===== src/rtl/pifo_pop_responder.sv =====
// Pop-side front end for the PIFO: credit-gated per-tree pops, response FIFOs.
// Optional zero-wait response path when PIFO_POP_BYPASS_EN is defined.
module pifo_pop_responder #(
  parameter int LEVEL   = 4,
  parameter int PTW     = 8,
  parameter int POP_LAT = 2,
  parameter int DEPTH   = 4,
  parameter int CNTW    = 8
) (
  input  logic                 i_clk,
  input  logic                 i_arst_n,
  input  logic [LEVEL-1:0]     i_req_valid,
  output logic [LEVEL-1:0]     o_req_ready,
  output logic [LEVEL-1:0]     o_pifo_pop,
  input  logic [LEVEL-1:0]     i_pifo_push,
  input  logic [LEVEL*PTW-1:0] i_pifo_pop_data,
  input  logic [LEVEL-1:0]     i_task_fifo_full,
  output logic [LEVEL-1:0]     o_rsp_valid,
  input  logic [LEVEL-1:0]     i_rsp_ready,
  output logic [LEVEL*PTW-1:0] o_rsp_data,
  output logic [LEVEL-1:0]     o_occ_err
);

  localparam int AW = (DEPTH > 1) ? $clog2(DEPTH) : 1;
  localparam int CW = $clog2(DEPTH + 1);
  localparam int SW = $clog2(DEPTH + POP_LAT + 1);
  localparam logic [CNTW-1:0] OCC_MAX = '1;

`ifdef PIFO_POP_BYPASS_EN
  localparam bit BYP = 1'b1;
`else
  localparam bit BYP = 1'b0;
`endif

  logic [CNTW-1:0]    occ_q  [LEVEL];
  logic [CNTW-1:0]    occ_d  [LEVEL];
  logic [POP_LAT-1:0] pipe_q [LEVEL];
  logic [POP_LAT-1:0] pipe_d [LEVEL];
  logic [PTW-1:0]     mem_q  [LEVEL][DEPTH];
  logic [PTW-1:0]     mem_d  [LEVEL][DEPTH];
  logic [AW-1:0]      wp_q   [LEVEL];
  logic [AW-1:0]      wp_d   [LEVEL];
  logic [AW-1:0]      rp_q   [LEVEL];
  logic [AW-1:0]      rp_d   [LEVEL];
  logic [CW-1:0]      cnt_q  [LEVEL];
  logic [CW-1:0]      cnt_d  [LEVEL];
  logic [LEVEL-1:0]   err_q;
  logic [LEVEL-1:0]   err_d;

  logic [SW-1:0]      infl   [LEVEL];
  logic [PTW-1:0]     din    [LEVEL];
  logic [LEVEL-1:0]   ready;
  logic [LEVEL-1:0]   pop;
  logic [LEVEL-1:0]   arrive;
  logic [LEVEL-1:0]   byp;
  logic [LEVEL-1:0]   wr;
  logic [LEVEL-1:0]   rd;

  always_comb begin
    occ_d      = occ_q;
    pipe_d     = pipe_q;
    mem_d      = mem_q;
    wp_d       = wp_q;
    rp_d       = rp_q;
    cnt_d      = cnt_q;
    err_d      = err_q;
    ready      = '0;
    pop        = '0;
    arrive     = '0;
    byp        = '0;
    wr         = '0;
    rd         = '0;
    o_rsp_valid = '0;
    o_rsp_data  = '0;
    for (int t = 0; t < LEVEL; t++) begin
      din[t]  = i_pifo_pop_data[t*PTW +: PTW];
      infl[t] = '0;
      for (int k = 0; k < POP_LAT; k++)
        infl[t] = infl[t] + SW'(pipe_q[t][k]);

      // Credit covers both queued entries and pops still in the PIFO pipe
      ready[t] = i_arst_n
               & (occ_q[t] != '0)
               & ~i_task_fifo_full[t]
               & ((SW'(cnt_q[t]) + infl[t]) < SW'(DEPTH));
      pop[t]    = i_req_valid[t] & ready[t];
      arrive[t] = pipe_q[t][POP_LAT-1];
      byp[t]    = BYP & arrive[t] & (cnt_q[t] == '0);

      o_rsp_valid[t] = i_arst_n & ((cnt_q[t] != '0) | byp[t]);
      if (i_arst_n) begin
        if (cnt_q[t] != '0)
          o_rsp_data[t*PTW +: PTW] = mem_q[t][rp_q[t]];
        else if (byp[t])
          o_rsp_data[t*PTW +: PTW] = din[t];
      end

      rd[t] = (cnt_q[t] != '0) & i_rsp_ready[t];
      wr[t] = arrive[t] & ~(byp[t] & i_rsp_ready[t]);

      pipe_d[t][0] = pop[t];
      for (int k = 1; k < POP_LAT; k++)
        pipe_d[t][k] = pipe_q[t][k-1];

      if (wr[t]) begin
        mem_d[t][wp_q[t]] = din[t];
        wp_d[t] = wp_q[t] + AW'(1);
      end
      if (rd[t])
        rp_d[t] = rp_q[t] + AW'(1);
      unique case ({wr[t], rd[t]})
        2'b10:   cnt_d[t] = cnt_q[t] + CW'(1);
        2'b01:   cnt_d[t] = cnt_q[t] - CW'(1);
        default: cnt_d[t] = cnt_q[t];
      endcase

      unique case ({i_pifo_push[t], pop[t]})
        2'b10: begin
          if (occ_q[t] == OCC_MAX)
            err_d[t] = 1'b1;
          else
            occ_d[t] = occ_q[t] + CNTW'(1);
        end
        2'b01:   occ_d[t] = occ_q[t] - CNTW'(1);
        default: occ_d[t] = occ_q[t];
      endcase
    end
  end

  assign o_req_ready = ready;
  assign o_pifo_pop  = pop;
  assign o_occ_err   = err_q;

  always_ff @(posedge i_clk) begin
    if (!i_arst_n) begin
      for (int t = 0; t < LEVEL; t++) begin
        occ_q[t]  <= '0;
        pipe_q[t] <= '0;
        wp_q[t]   <= '0;
        rp_q[t]   <= '0;
        cnt_q[t]  <= '0;
      end
      err_q <= '0;
    end else begin
      occ_q  <= occ_d;
      pipe_q <= pipe_d;
      mem_q  <= mem_d;
      wp_q   <= wp_d;
      rp_q   <= rp_d;
      cnt_q  <= cnt_d;
      err_q  <= err_d;
    end
  end

endmodule


===== config.mk =====
export PLATFORM = sky130hd
export DESIGN_NAME = pifo_pop_responder
export DESIGN_NICKNAME = d
export VERILOG_FILES = /design/src/rtl/pifo_pop_responder.sv
export SDC_FILE = /design/constraint.sdc
export NUM_CORES = 1
export LEC_CHECK = 0
export BUFFER_PORTS_ARGS = -buffer_cell sky130_fd_sc_hd__buf_2
export CELL_PAD_IN_SITES_DETAIL_PLACEMENT = 1
export CELL_PAD_IN_SITES_GLOBAL_PLACEMENT = 1
export CORE_MARGIN = 2
export CORE_UTILIZATION = 25
export CTS_BUF_LIST = sky130_fd_sc_hd__clkbuf_2 sky130_fd_sc_hd__clkbuf_4 sky130_fd_sc_hd__clkbuf_8
export DETAILED_ROUTE_END_ITERATION = 6
export GPL_TIMING_DRIVEN = 0
export PLACE_DENSITY_LB_ADDON = 0.1
export SETUP_SLACK_MARGIN = 0.1
export SLEW_MARGIN = 25
export SYNTH_ARGS = -nofsm -noshare
export SYNTH_HDL_FRONTEND = slang
export SYNTH_SLANG_ARGS = --single-unit

===== constraint.sdc =====
create_clock -name i_clk -period 4 [get_ports i_clk]
set_input_delay 0 -clock i_clk [delete_from_list [all_inputs] [get_ports i_clk]]
set_output_delay 0 -clock i_clk [all_outputs]
set_load 0.005 [all_outputs]

==> results.json <==
{
  "status": "complete, no violations",
  "end_kind": "flip-flop",
  "fin_crit_ns": 3.60,
  "synth_flop_cell": "edfxtp_1",
  "synth_edf_count": 128,
  "ys_seq_elements": 200,
  "power.density_nw_per_um2": 353,
  "vdd_drop_max_mv": 0.205,
  "io_buffers": 97,
  "synthCells": 742,
  "yosysWarnings": 0,
  "max_slew_margin": 0.383,
  "max_freq_ghz": 0.277,
  "crit_type": "reg -> reg",
  "drv_slew": 0,
  "cts_num_sinks": 200,
  "dieHeight_um": 198,
  "holdCritPathClass": "in -> reg",
  "area_growth_pct": 21.9,
  "min_path_cells": 5,
  "r2r_slack_ns": 0.40,
  "finalSetupTns_ns": 0,
  "gp_congestion": 0.692,
  "worstHoldStart": "i_task_fifo_full[3]",
  "clockRootBuffer": "clkbuf_8",
  "detail_route.wl_per_cell_um": 15.9,
  "initial_core_util": 0.252,
  "setup_viol": 0,
  "io_pins": 98,
  "synthTopCellsByArea": "edfxtp_1 (41%), dfxtp_1 (15%), mux4_2 (7.6%), ha_1 (6.4%), mux2i_1 (3.2%)",
  "timing.final.crit_share": 0.901,
  "clock_latency_ns": 0.48,
  "grt_usage": 0.122,
  "drive_gt1_frac": 0.212,
  "drcViolationCount": 0,
  "syn_area_um2": 9450,
  "ff2ff_path_depth": 12,
  "cp-start-kind": "flip-flop",
  "worst_hold_slack_ns": 0.0840,
  "finClkSkew_ns": 0.0140,
  "core.rowCount": 71,
  "antenna_found_initial": 0,
  "total_power_mw": 4.06,
  "cts_setup_buffers": 0,
  "yosys.cell_types.count": 54,
  "dr.first_iter.drc_count": 223,
  "avgViaCountPerCell": 4.28,
  "dieArea_um2": 39400,
  "num_antenna_cells": 0,
  "cts_max_path_buffers": 2,
  "dp_hpwl_mm": 16.1,
  "clk_pin_slew_ns": 0.11,
  "p_leak_nw": 4.38,
  "synth_top_area_frac": 0.407,
  "hold_end": "pipe_d[1]",
  "grt_max_degree": 18,
  "async_flop_share": 0,
  "htreeDepth": 4,
  "timing.rr.start": "cnt_q[6]",
  "yosysSeqAreaShare": 0.559,
  "maxCapViolations": 0,
  "synth_nets": 848,
  "grt_pass1_wl_mm": 36.3,
  "first_global_vias": 6481,
  "ant_nets": 0,
  "rsz0062_at_grt": "false",
  "cp.arrival_ns": 4.02,
  "fin_area_um2": 11500,
  "fin_nets": 1016,
  "hold_violations": 0,
  "vias": 6131,
  "worstMarginPinSlew_ns": 0.925,
  "r2r-end": "occ_q[23]",
  "finalNonFillerCells": 1434,
  "synth_top_cell_by_area": "edfxtp_1",
  "place_area_um2": 10600,
  "core_um2": 37500,
  "syn_avg_cell_area_um2": 12.7,
  "drt-total-wl_mm": 22.8,
  "crit_required_ns": 4.42,
  "cts_tree": "done",
  "numCtsBuffers": 17,
  "cp_max_fo": 8,
  "die_x_um": 198,
  "firstDrtPassIters": 4,
  "grt.overflow.total": 0,
  "dp.cells": 1354
}
[worst max-delay path, cell delays in order (launching register included)]
cell and delay (ns):
dfxtp_1 0.46, ha_1 0.29, a21o_1 0.19, a32oi_1 0.38, nand2_1 0.26, nor2_2 0.38, ha_1 0.31, a21oi_1 0.20
o31ai_1 0.10, a21o_1 0.21, o31ai_1 0.31, mux2i_1 0.27, mux2i_1 0.20
[flip-flops by register name, indices dropped and copies added (netlist names)]
| register | count |
|---|---|
| wp_q | 8 |
| pipe_d | 4 |
| cnt_q | 12 |
| rp_q | 8 |
| o_occ_err | 4 |
| arrive | 4 |
| mem_q | 128 |
| occ_q | 32 |
[report_power, final]
part	total (mW)	internal, mW	switching, mW	leakage, nW
logic	0.435	0.209	0.226	2.45
clock network	1.36	0.606	0.756	0.204
registers	2.27	2.23	0.0387	1.73
[cells in the mapped netlist, types with 5 or more instances]
master	n
a31oi_1	5
nand2b_1	5
o21ai_0	15
xor2_1	19
nand2_1	21
mux4_2	32
nor4_1	6
nor2b_1	44
and3_1	18
fa_1	8
clkbuf_1	17
a21o_1	5
inv_1	52
ha_1	48
nand3_1	9
o31ai_1	9
o21bai_1	5
a21oi_1	29
mux2i_1	30
nor2_1	75
xnor2_1	22
nand4_1	10
dfxtp_1	72
buf_2	6
edfxtp_1	128
[per-layer routing]
layer | vias to the layer above | wire, µm | GRT usage
met2 | 66 | 10800 | 0.201
met1 | 3040 | 11300 | 0.162
met4 | 0 | 286 | 0.0390
li1 | 3012 | - | -
met3 | 13 | 486 | 0.0207
met5 | - | 0 | 0
[cell families after synthesis]
group                    Yosys count  synth area share
buffers and inverters             82            0.0363
flip-flops                       200             0.559
adder cells (fa/ha/maj)           56            0.0805
AND/OR/NAND/NOR                  210             0.114
AO/OA/AOI/OAI                     90            0.0631
XOR/XNOR                          41            0.0380
multiplexers                      63             0.109
[cell usage in the layout (no fill, tap or decap), drive strengths merged, types with 5 or more instances in the layout]
cell type      n
xnor2         22
nand2         22
o31ai          9
ha            48
edfxtp       128
mux2i         30
clkbuf        39
nand4         10
nand2b         5
nand3          9
o21bai         5
xor2          19
dlygate4sd3   48
nor2b         44
a21oi         31
mux4          32
a21o           6
a31oi          5
fa             8
nor4           6
nor2          75
and3          18
buf          111
inv           59
dfxtp         72
o21ai         15
[through the flow]
step | worst slack [ns] | utilization
final | 0.396 | 0.307
after global routing | 0.158 | 0.307
after CTS | 0.153 | 0.307
after detailed placement | 0.196 | 0.284
after global placement | 0.162 | 0.282
after floorplan | 1.06 | -
[worst max-delay path by stage]
stage	endpoint	from	depth (start not counted)	slack, ns
after floorplan	occ_q[23]	cnt_q[6]	12	1.06
after global placement	occ_q[23]	cnt_q[6]	12	0.16
after detailed placement	occ_q[23]	cnt_q[6]	12	0.20
after CTS	occ_q[23]	cnt_q[6]	12	0.15
after global routing	occ_q[23]	cnt_q[6]	12	0.16
final	occ_q[23]	cnt_q[6]	12	0.40
[final cells by class]
cell class	count	area, µm²
Buffer	28	139
Clock buffer	21	270
Clock inverter	11	135
Fill cell	4166	26000
Inverter	54	205
Multi-Input combinational cell	460	3850
Sequential cell	200	5290
Tap cell	511	639
Timing Repair Buffer	149	996
[timing repair]
item,4_1_cts,5_1_grt
endpoints found under the setup margin,0,4
hold buffers,48,0
resized for setup,0,3
hold endpoints to repair,144,0
No activity file was read; power rests on OpenSTA's default activity.
